<file path="src/rtl/imem_pkg.sv">
// Shared definitions for the instruction store: controller states, the NOP
// word and the bytes-per-word helper used to turn a byte PC into a word index.
package imem_pkg;

  typedef enum logic [1:0] {
    ST_CLEAR = 2'd0,
    ST_LOAD  = 2'd1,
    ST_RUN   = 2'd2
  } state_e;

  // NOP is all zeros; wide enough for any supported DATA_W, sliced at use.
  localparam logic [255:0] NOP = '0;

  function automatic int bytes_per_word(input int data_w);
    return data_w / 8;
  endfunction

endpackage

</file>
<file path="src/rtl/imem_ram.sv">
// Single-port instruction RAM: synchronous write, synchronous read.
// The read register only updates on a read, so it naturally holds the last
// fetched word through stalls and idle cycles.
module imem_ram #(
  parameter int DATA_W = 16,
  parameter int DEPTH  = 64,
  parameter int IDX_W  = 6
) (
  input  logic              i_clk,
  input  logic              i_rst,
  input  logic              i_we,
  input  logic              i_re,
  input  logic [IDX_W-1:0]  i_addr,
  input  logic [DATA_W-1:0] i_wdata,
  output logic [DATA_W-1:0] o_rdata
);

  logic [DATA_W-1:0] r_mem [DEPTH];
  logic [DATA_W-1:0] r_rdata;

  // Array write port; no reset so it maps onto plain RAM.
  always_ff @(posedge i_clk) begin
    if (i_we) r_mem[i_addr] <= i_wdata;
  end

  // Registered read data, cleared by reset so the fetched word reads 0.
  always_ff @(posedge i_clk or posedge i_rst) begin
    if (i_rst)     r_rdata <= '0;
    else if (i_re) r_rdata <= r_mem[i_addr];
  end

  assign o_rdata = r_rdata;

endmodule

</file>
<file path="src/rtl/instr_store.sv">
// Instruction store: clears memory to NOP after reset, accepts a program
// stream in LOAD, then serves one-cycle-latency fetches in RUN.
// Optional feature macro IMEM_FAULT_EN: flags misaligned or out-of-range
// fetches (returning NOP) instead of ignoring low bits and wrapping the index.
//
// Load handshake: a word transfers on every rising edge where load_valid and
// load_ready are both 1; load_ready is 1 exactly while in LOAD, and
// load_valid is ignored in any other state.
module instr_store
  import imem_pkg::*;
#(
  parameter int DATA_W = 16,
  parameter int DEPTH  = 64,
  parameter int ADDR_W = 16
) (
  input  logic              clk,
  input  logic              rst,
  input  logic              load_valid,
  input  logic [DATA_W-1:0] load_data,
  input  logic              load_last,
  output logic              load_ready,
  input  logic              reprogram,
  input  logic              fetch_en,
  input  logic [ADDR_W-1:0] pc,
  input  logic              stall,
  output logic [DATA_W-1:0] instr,
  output logic              instr_valid,
  output logic              fault,
  output logic              busy,
  output state_e            o_dbg_state
);

  localparam int BPW   = bytes_per_word(DATA_W);
  localparam int IDX_W = (DEPTH > 1) ? $clog2(DEPTH) : 1;
  localparam logic [ADDR_W-1:0] BPW_A    = ADDR_W'(BPW);
  localparam logic [ADDR_W-1:0] DEPTH_A  = ADDR_W'(DEPTH);
  localparam logic [IDX_W-1:0]  LAST_IDX = IDX_W'(DEPTH - 1);
  localparam logic [IDX_W-1:0]  ONE_IDX  = IDX_W'(1);
  localparam logic [DATA_W-1:0] NOP_W    = NOP[DATA_W-1:0];

  state_e            r_state;
  logic [IDX_W-1:0]  r_ptr;
  logic              r_valid;
  logic              r_fault;
  logic              r_load_ready;
  logic              r_busy;

  logic [ADDR_W-1:0] w_word;
  logic [IDX_W-1:0]  w_idx;
  logic              w_bad;
  logic              w_fetch;
  logic              w_we;
  logic              w_re;
  logic [IDX_W-1:0]  w_addr;
  logic [DATA_W-1:0] w_wdata;
  logic [DATA_W-1:0] w_rdata;

  assign w_word = pc / BPW_A;
  assign w_idx  = IDX_W'(w_word % DEPTH_A);

`ifdef IMEM_FAULT_EN
  assign w_bad = ((pc % BPW_A) != '0) || (w_word >= DEPTH_A);
`else
  assign w_bad = 1'b0;
`endif

  // reprogram takes priority: a fetch in the same cycle is dropped.
  assign w_fetch = (r_state == ST_RUN) && fetch_en && !stall && !reprogram;
  assign w_re    = w_fetch && !w_bad;
  assign w_we    = (r_state == ST_CLEAR) || ((r_state == ST_LOAD) && load_valid);
  assign w_wdata = (r_state == ST_CLEAR) ? NOP_W : load_data;
  assign w_addr  = (r_state == ST_RUN) ? w_idx : r_ptr;

  imem_ram #(
    .DATA_W (DATA_W),
    .DEPTH  (DEPTH),
    .IDX_W  (IDX_W)
  ) u_ram (
    .i_clk   (clk),
    .i_rst   (rst),
    .i_we    (w_we),
    .i_re    (w_re),
    .i_addr  (w_addr),
    .i_wdata (w_wdata),
    .o_rdata (w_rdata)
  );

  // Controller FSM: CLEAR sweep, LOAD stream, RUN fetch bookkeeping.
  always_ff @(posedge clk or posedge rst) begin
    if (rst) begin
      r_state      <= ST_CLEAR;
      r_ptr        <= '0;
      r_valid      <= 1'b0;
      r_fault      <= 1'b0;
      r_load_ready <= 1'b0;
      r_busy       <= 1'b1;
    end else begin
      case (r_state)
        ST_CLEAR: begin
          r_valid <= 1'b0;
          if (r_ptr == LAST_IDX) begin
            r_state      <= ST_LOAD;
            r_ptr        <= '0;
            r_load_ready <= 1'b1;
          end else begin
            r_ptr <= r_ptr + ONE_IDX;
          end
        end
        ST_LOAD: begin
          r_valid <= 1'b0;
          if (load_valid) begin
            if (load_last || (r_ptr == LAST_IDX)) begin
              r_state      <= ST_RUN;
              r_ptr        <= '0;
              r_load_ready <= 1'b0;
              r_busy       <= 1'b0;
            end else begin
              r_ptr <= r_ptr + ONE_IDX;
            end
          end
        end
        ST_RUN: begin
          if (reprogram) begin
            r_state      <= ST_LOAD;
            r_ptr        <= '0;
            r_valid      <= 1'b0;
            r_load_ready <= 1'b1;
            r_busy       <= 1'b1;
          end else if (!stall) begin
            r_valid <= fetch_en;
            if (fetch_en) r_fault <= w_bad;
          end
        end
        default: begin
          r_state      <= ST_CLEAR;
          r_ptr        <= '0;
          r_valid      <= 1'b0;
          r_load_ready <= 1'b0;
          r_busy       <= 1'b1;
        end
      endcase
    end
  end

  // A faulted fetch skips the RAM read, so the NOP substitution lives here.
  assign instr       = r_fault ? NOP_W : w_rdata;
  assign instr_valid = r_valid;
  assign fault       = r_fault && r_valid;
  assign load_ready  = r_load_ready;
  assign busy        = r_busy;
  assign o_dbg_state = r_state;

endmodule

</file>
<file path="config.mk">
export PLATFORM = sky130hd
export DESIGN_NAME = instr_store
export DESIGN_NICKNAME = d
export VERILOG_FILES = /design/src/rtl/imem_pkg.sv /design/src/rtl/imem_ram.sv /design/src/rtl/instr_store.sv
export SDC_FILE = /design/constraint.sdc
export NUM_CORES = 1
export LEC_CHECK = 0
export CORE_MARGIN = 8
export CORE_UTILIZATION = 35
export CTS_CLUSTER_SIZE = 20
export DETAILED_ROUTE_END_ITERATION = 10
export PLACE_DENSITY = 0.55
export SYNTH_ARGS = -nofsm -noshare
export SYNTH_HDL_FRONTEND = slang
export SYNTH_SLANG_ARGS = --single-unit
</file>
<file path="constraint.sdc">
create_clock -name clk -period 4.5 [get_ports clk]
set_input_delay 0.9 -clock clk [delete_from_list [all_inputs] [get_ports clk]]
set_output_delay 0.9 -clock clk [all_outputs]
set_load 0.01 [all_outputs]
</file>
After elaboration in Yosys (flattened, before gate mapping)
Memories as Yosys holds them, arrays and structs flattened. A register that Yosys moved wholly into a read port is not among the register bits.
Index checks and enable logic that the tools add are counted.

storage, ports and cells
  output and inout bits = 22
  memories kept = 1
  register bits after elaboration = 11
  word-level logic and storage cells = 51
  bits of input ports = 39
  memory bits (writable) = 1024

cells by class
  add/subtract/negate cells = 1
  reductions and logical operators = 12
  equal/unequal tests = 8
  bitwise gates (word level) = 1
  mux-type cells = 23

memory list
  memory       words  bits a word  rd ports  clocked after Yosys merged registers in  wr ports  line            text
  u_ram.r_mem  64     16           1         1                                        1         imem_ram.sv:18  logic [DATA_W-1:0] r_mem [DEPTH];

operators by type and width
  kind                   number
  $mux W6                5
  $pmux W6 S3            1
  $mux W16               1
  $mux W1                9
  $mux W2                4
  $reduce_and A4 Y1      2
  $add A6 B1 Y6 const B  1
  $eq A6 B6 Y1 const B   1
  $pmux W1 S3            2
  $pmux W2 S3            1
  $logic_and A1 B1 Y1    4
  $ne A2 B1 Y1 const B   2
  $ne A2 B2 Y1 const B   2
  $ne A3 B3 Y1 const B   1
  $eq A2 B1 Y1 const B   1
  $eq A2 B2 Y1 const B   1
  $logic_not A1 Y1       2
  $logic_not A2 Y1       1
  $logic_or A1 B1 Y1     2
  $reduce_and A2 Y1      1
  $not A1 Y1             1

Depth between registers and ports, before layout
Gate-level depths: netlist (run 1).

  depth after elaboration = 5
  gate-level depth with buffers = 12
  depth with buffers taken out = 7

Modules after synthesis
A second synthesis (run 1) with hierarchy kept.

second synthesis, totals
  cells, all modules = 2292
  area total of the unflattened synthesis = 41260.8 sq um

by module, submodules not included
  module       cells an instance  area an instance (sq um)  instances  seq. area each (sq um)
  imem_ram     2199               40442.5                   1          31149.9
  instr_store  93                 818.3                     1          276.5

Worst setup path before layout (run 1)
No wires, ideal clock.

  path kind = flip-flop to flip-flop
  start = reg r_state[0], in the netlist o_dbg_state[0]
  end = mem u_ram.r_mem[0][10] (data pin)
  arrival = 2514 ps
  data required time = 3986 ps
  path buffers = 2
  clock period less this slack = 3029 ps
  setup time = 514 ps
  cell stages (with the launch flop) = 5
  setup slack = 1471 ps
  cell sequence = dfrtp_1 > buf_2 > nor2_1 > clkbuf_1 > nor2b_1

on the way
  word-level cells in the longest chain between the ends = 2

RTL lines
  element                 line                text
  start, declared         instr_store.sv:41   state_e r_state;
  start signal, assigned  instr_store.sv:91   r_state <= ST_CLEAR;
  start signal, assigned  instr_store.sv:102  r_state <= ST_LOAD;
  start signal, assigned  instr_store.sv:113  r_state <= ST_RUN;
  $logic_not A2 Y1        instr_store.sv:71   assign w_wdata = (r_state == ST_CLEAR) ? NOP_W : load_data;
  $mux W16                instr_store.sv:71
  net u_ram.i_wdata[10]   imem_ram.sv:14      input logic [DATA_W-1:0] i_wdata,
  end, declared           imem_ram.sv:18

The timed path passes the listed nets, and every way through them passes these cells.

Final worst setup path (run 1)
  start = reg r_state[1], in the netlist o_dbg_state[1]
  end = mem u_ram.r_mem[22][1] (enable)

on the way
  word-level cells in the longest chain between the ends = 5
  elaborated cells on any way between the ends = 8
  those cells by class = eq/ne: 2; mux: 3; reduce/logical: 3

RTL lines
  element                        line               text
  $eq A2 B1 Y1                   instr_store.sv:70  assign w_we = (r_state == ST_CLEAR) || ((r_state == ST_LOAD) && load_valid);
  $logic_and A1 B1 Y1            instr_store.sv:70
  $logic_or A1 B1 Y1             instr_store.sv:70
  $mux W1                        imem_ram.sv:23     if (i_we) r_mem[i_addr] <= i_wdata;
  $mux W1 (not written as such)  imem_ram.sv:23

Several ways; a longest one is shown, not always the timed one.

==> results of run 1 <==
==> cell usage after synthesis (20+ instances only) <==
master	n
nor2_1	77
buf_4	22
o22ai_1	257
nand2_1	33
dfrtp_1	26
o21ai_0	141
buf_2	51
nand3_1	20
clkbuf_1	29
edfxtp_1	1024
mux2i_1	516
buf_6	36
==> worst reg2reg max path: stages (launching register included) <==
cell      delay, ns
dfrtp_1        0.36
buf_4          0.18
nand2b_1       0.38
buf_4          0.33
o22ai_1        0.14
nor3_1         0.50
nand2b_1       0.54
buf_4          0.33
nor2_1         0.19
buf_4          0.34
==> through the flow <==
| step | setup WS (ns) | total power (W) |
|---|---|---|
| 4_1_cts | 0.858 | 0.0303 |
| 2_1_floorplan | 1.47 | 0.0181 |
| 3_5_place_dp | 0.374 | 0.0214 |
| 6_report | 0.842 | 0.0301 |
| 3_3_place_gp | 0.409 | 0.0212 |
| 5_1_grt | 0.654 | 0.0312 |
==> logic make-up after synthesis <==
logic type,after synthesis,share of synthesized area (%)
buffers and inverters,144,2.33
muxes,516,12.6
xor gates and xnor gates,1,0.0213
AOI/OAI and AO/OA,428,6.27
DFF,1051,76.5
adders and majority gates,1,0.0305
other,1,0.00913
and+or+nand+nor,192,2.22
==> sequential cells by signal, summed over array words and instances, names as in the netlist <==
| name | count |
|---|---|
| load_ready | 1 |
| u_ram.r_mem | 1024 |
| r_ptr | 6 |
| instr_valid | 1 |
| busy | 1 |
| u_ram.o_rdata | 16 |
| o_dbg_state | 2 |
==> where the power goes <==
| part | switching, W | internal (W) | leakage (nW) |
|---|---|---|---|
| Combinational | 0.00549 | 0.00329 | 6.01 |
| Sequential | 0.000244 | 0.0121 | 9.69 |
| Clock | 0.00364 | 0.00532 | 1.76 |
| Total | 0.00937 | 0.0207 | 17.5 |
==> area by class of cell <==
class                      instances  share of cell area, %
sequential                      1051                   64.9
multi-input combinational       1139                   18.3
clock buffer                     126                   5.80
timing repair buffer             294                   5.40
tap                             1524                   3.94
clock inverter                    73                   1.60
inverter                           5                 0.0387
antenna                            1                0.00517
==> worst max path at each step <==
stage / start / to / slack [ns] / depth (start not counted)
floorplan: o_dbg_state[0] / u_ram.r_mem[0][10] / 1.47 / 4
global placement: pc[1] / u_ram.o_rdata[1] / 0.41 / 10
detailed placement: pc[1] / u_ram.o_rdata[7] / 0.37 / 10
CTS: o_dbg_state[1] / u_ram.o_rdata[7] / 0.86 / 11
global route: o_dbg_state[1] / u_ram.o_rdata[15] / 0.65 / 11
finish: o_dbg_state[1] / u_ram.r_mem[22][1] / 0.84 / 9
==> layout by cell type, fill, tap and decap left out, drive strengths merged, types with 4 or more instances in the layout <==
cell type / count
a31oi: 4
buf: 245
bufinv: 15
clkbuf: 126
clkdlybuf4s50: 49
clkinv: 50
clkinvlp: 5
dfrtp: 26
edfxtp: 1024
inv: 8
mux2i: 516
nand2: 33
nand2b: 10
nand3: 20
nand3b: 4
nand4: 16
nor2: 77
nor2b: 16
nor3: 6
o21ai: 142
o22ai: 257
o32a: 16
==> metal layers <==
metal  up-vias  wire length, um  GRT usage, %
met2       764            52300          27.4
li1       9904                -             -
met4         0             2180          3.89
met1     11500            47400          22.8
met3       132             7130          2.54
met5         -                0             0
==> summary.txt, run 1 <==
Status
  • Status: finished, final reports clean

STA
  • Crit path time final: 3.66 ns
  • Fin. Hold Viols: 0
  • Worst Hold Slack: 0.524 ns
  • Fin crit share: 81.3%
  • Unrepaired setup endpoints after global routing: no
  • Relative slew slack: 12.0%
  • Setup TNS: 0 ns
  • Final setup viols: 0
  • Pins Over Slew Limit: 0
  • Fmax: around 270 MHz
  • Worst Skew: roughly 0.038 ns
  • Least-Margin Pin Slew: about 1.3 ns

Worst setup path
  • Critical Path End Type: flop
  • Reg2Reg Depth: 9
  • Slowest stage cell on the critical path: nand2b_1
  • Top Family by Delay on Critical Path: simple AND/OR/NAND/NOR gates
  • WP data required: 4.82 ns
  • Worst r2r dst: u_ram.r_mem[22][1]
  • Critical path arrival: ~4.0 ns
  • Critical path class: reg2reg
  • Crit start category: flop
  • CP peak stage delay: 0.54 ns
  • Worst-path cell chain: buf_4, nand2b_1, buf_4, o22ai_1, nor3_1, nand2b_1, buf_4, nor2_1, buf_4
  • CP Max Fanout: 16
  • Most used cell, CP: buf_4
  • R2R Path Start: o_dbg_state[1]
  • Flop2flop setup slack: 0.84 ns
  • Worst path buffer plus inverter count: 4

Detailed routing
  • Via density: 5.29
  • Via count: 22,300
  • Detail Route Antenna Nets: 0
  • Routed length per instance: 25.9 um
  • Number of remaining DRC errors: 0
  • Final wirelength: 109,000 um
  • Detailed Route Iter0 Violations: 2,044
  • DR pass1 iterations: 6

Synthesis
  • Post-synthesis instance total: 2,334
  • Area leader, netlist: edfxtp_1
  • Register bit total from synthesis: 1,051
  • Post-synthesis async set-or-reset flop share: 2.57%
  • EDFF count, synth: 1,024
  • Main synth FF type: edfxtp_1
  • Avg Cell Area, Syn: 17.6 um^2
  • Syn Nets: 2,374
  • Top cells by area, synth: edfxtp_1, mux2i_1, o22ai_1
  • Synth warn: 0
  • Area fraction of the dominant cell type after synthesis: 74.9%
  • Post-synthesis sequential area ratio: 76.5%
  • Mapped cell area: 41,100 um^2
  • Synth unique cells: 39

Clock tree
  • Clk buf depth: 3
  • Cts hold-fix bufs: 0
  • Clock Tree Root: clkbuf_16
  • Clock-pin slew on the worst setup and hold paths: around 0.06 ns
  • Setup bufs post-CTS: 0
  • CTS tree: built
  • Post-CTS resize count: 0
  • H-tree levels: 3
  • CTS buffer count: 106
  • Clk_lat worst skew: about 0.68 ns
  • Clock sink count: 1,051

Floorplanning
  • Core area: ~120,000 um^2
  • Initial Util: 35.3%
  • Chip Height: 359 um
  • Die ar.: between 100,000 and 150,000 um^2
  • Rows: 125
  • I/O pin total: 61
  • Die W: 359 um

GRT
  • Vias in the first global route: 22,000
  • GRT Util Overall: 16.5%
  • Largest net degree at the start of global routing: 70
  • Antenna violations before repair: 4
  • Gr ovfl total: 0
  • First-pass GRT wire length: 154,000 um

Power
  • Power Dens Cells: 621 nW/um^2
  • Worst VDD drop: between 0.3 and 0.4 mV
  • Leakage power: approximately 17 nW

Finish
  • Area growth syn-to-layout: 18.0%
  • Final nets: 2,637
  • Layout Utilization: 41.7%
  • Final instance count without filler cells: 4,213
  • Fill cells: between 10,000 and 15,000
  • Multi-input logic area: slightly below 9000 um^2
  • Layout cells sized above 1: 16.1%
  • Register area: 31,400 um^2
  • Final instance area: 48,400 um^2

Hold path
  • Hold Crit Class: reg2reg
  • Worst hold endpoint: busy
  • Hold Path Cell Cnt: 2
  • Min-delay src: busy

Placement
  • Dpl hpwl: 64,900 um
  • Routability cong.: between 0.8 and 0.9
  • IO buf count: 49
  • Cell Area, Placed: 44,900 um^2
  • Dpl cells: 4,013

Flow run
  • Max capacitance violation total: 0
No activity file was read; power rests on OpenSTA's default activity.
==> run 2: changes to the inputs <==
Clock period 4.5 ns to 3.4 ns, I/O delays scaled along.
==> run 2 against run 1 <==
Effect of this change:
- largest power group unchanged
- critical path type unchanged
- critical endpoint is now u_ram.o_rdata[0]
- clock power up 28%
- sequential share of layout area decreased by 2.2 points
- worst hold slack better by 0.0088 ns
- power rose by 35%
- global-route usage shrank 0.18 points
- fmax is 15% higher
==> summary.txt, run 2 (synthesis results as in run 1) <==
Finish
  • Area growth syn-to-layout: 22.1%
  • Multi-input logic area: a little under 9000 um^2
  • Final nets: 2,724
  • Layout cells sized above 1: between 10% and 20%
  • Most frequent cells in the layout: edfxtp_1, mux2i_1, o22ai_1
  • Largest reg by FF count: u_ram.r_mem
  • Final instance count without filler cells: 4,303
  • Max reg flops: 1,024
  • Fill cells: 10,100
  • Register area: 31,400 um^2
  • Layout Utilization: 43.1%
  • Commonest non-fill, non-tap cell in the layout: edfxtp_1

Clock tree
  • Clock sink count: between 1,000 and 1,500
  • H-tree levels: 3
  • Clk_lat worst skew: about 0.67 ns
  • Setup bufs post-CTS: 0
  • Clock Tree Root: clkbuf_16
  • Clk buf depth: 3
  • CTS buffer count: 106
  • CTS tree: built
  • Clock-pin slew on the worst setup and hold paths: about 0.060 ns

Worst setup path
  • Crit start category: flop
  • Reg2Reg Depth: 10
  • WP data required: around 4 ns
  • Worst-path cell chain: buf_4, nand2b_1, buf_4, o21a_1, nor2_1, o21ai_0, buf_4, nand4_1, buf_4, o32a_1
  • CP Max Fanout: 16
  • Most used cell, CP: buf_4
  • Critical path arrival: 3.79 ns
  • Critical Path End Type: flop
  • Slowest stage cell on the critical path: nor2_1
  • CP peak stage delay: a little under 1 ns
  • Critical path class: reg2reg

Detailed routing
  • Detail Route Antenna Nets: 0
  • Final wirelength: roughly 110,000 um
  • Number of remaining DRC errors: 0
  • Routed length per instance: around 25 um
  • DR pass1 iterations: 7
  • Via density: 5.23
  • Via count: 22,500
  • Detailed Route Iter0 Violations: about 1,800

STA
  • Fmax: 313 MHz
  • Pins Over Slew Limit: 0
  • Fin crit share: 93.9%
  • Unrepaired setup endpoints after global routing: no
  • Final setup viols: 0
  • Fin. Hold Viols: 0
  • Setup TNS: 0 ns
  • Relative slew slack: 12.2%
  • Crit path time final: ~3.2 ns
  • Setup WS post-layout: 0.209 ns
  • Worst Skew: 0.0248 ns
  • Least-Margin Pin Slew: 1.31 ns

Floorplanning
  • Core area: 116,000 um^2
  • I/O pin total: 61
  • Die W: about 360 um
  • Rows: 125
  • Chip Height: 359 um
  • Die ar.: 129,000 um^2
  • Initial Util: 35.3%

Flow run
  • Max capacitance violation total: 0

GRT
  • Met1 Use GR: 22.0%
  • Most Crowded Layer GR: met2
  • Vias in the first global route: ~23,000
  • Largest net degree at the start of global routing: 65
  • Met2 Usage GRT: between 20% and 30%
  • Antenna violations before repair: 6
  • GRT met3 Usage: 2.85%
  • GRT Util Overall: 16.3%
  • Gr ovfl total: 0
  • First-pass GRT wire length: 155,000 um

Placement
  • Dpl cells: approximately 4,000
  • IO buf count: 49
  • Dpl hpwl: 66,500 um
  • DP Worst Slack: -0.356 ns
  • Routability cong.: a little over 0.8

Power
  • Leakage power: about 18 nW
  • Power Dens Cells: 813 nW/um^2
  • Worst VDD drop: 0.603 mV

Status
  • Status: finished, final reports clean

Hold path
  • Hold Crit Class: reg2reg
  • Hold Path Cell Cnt: 2
## run 2: cell count changes in the layout (fill, tap and decap cells not counted), sizes merged
cell	change
clkbuf	+6
diode	+3
bufinv	-5
buf	+87
clkinvlp	-1
clkinv	+1
inv	-1
## run 2: per-stage QoR
step	instance area (um^2)	hold WS (ns)	power, W
2_1_floorplan	41100	0.479	0.0239
3_3_place_gp	46700	0.518	0.0293
3_5_place_dp	46700	0.531	0.0296
4_1_cts	50100	0.514	0.0411
5_1_grt	50100	0.540	0.0422
6_report	50100	0.533	0.0408
## run 2: routing by layer
metal / up-vias / part of all wire, %
met1: 11700 / 43
met2: 648 / 48
li1: 10100 / -
met5: - / 0.012
met4: 2 / 2.1
met3: 117 / 6.6
## run 2: critical path, delay by kind of cell, from the launching register on
kind	cells	cell delay [ns]
DFF	1	0.38
and+or+nand+nor	3	1.27
buffers and inverters	4	0.81
AOI/OAI and AO/OA	3	0.67
## run 2: final cells by class
class | count | area share, %
sequential | 1051 | 62.7
multi-input combinational | 1139 | 17.7
timing repair buffer | 381 | 8.82
clock buffer | 132 | 5.69
tap | 1524 | 3.80
clock inverter | 67 | 1.21
inverter | 5 | 0.0374
antenna | 4 | 0.0200
## run 2: final timing paths
path | start | endpoint | slack (ns)
worst max-delay path | o_dbg_state[0] | u_ram.o_rdata[0] | 0.21
worst min-delay path | busy | busy | 0.53
worst max register to register | o_dbg_state[0] | u_ram.o_rdata[0] | 0.21
worst min register to register | busy | busy | 0.53
max in group asynchronous | rst | o_dbg_state[0] | 2.29
min in group asynchronous | rst | u_ram.o_rdata[4] | 0.54
## run 2: timing repair
action / 4_1_cts / 5_1_grt
resized for setup: 0 / 4
endpoints found under the setup margin: 0 / 4
hold buffers: 0 / 0
## run 2: power breakdown
group          internal (W)  leakage (nW)  total [W]  switching, W
clock               0.00669          1.70     0.0115       0.00481
sequential           0.0160          9.69     0.0163      0.000277
combinational       0.00545          6.75     0.0129       0.00747
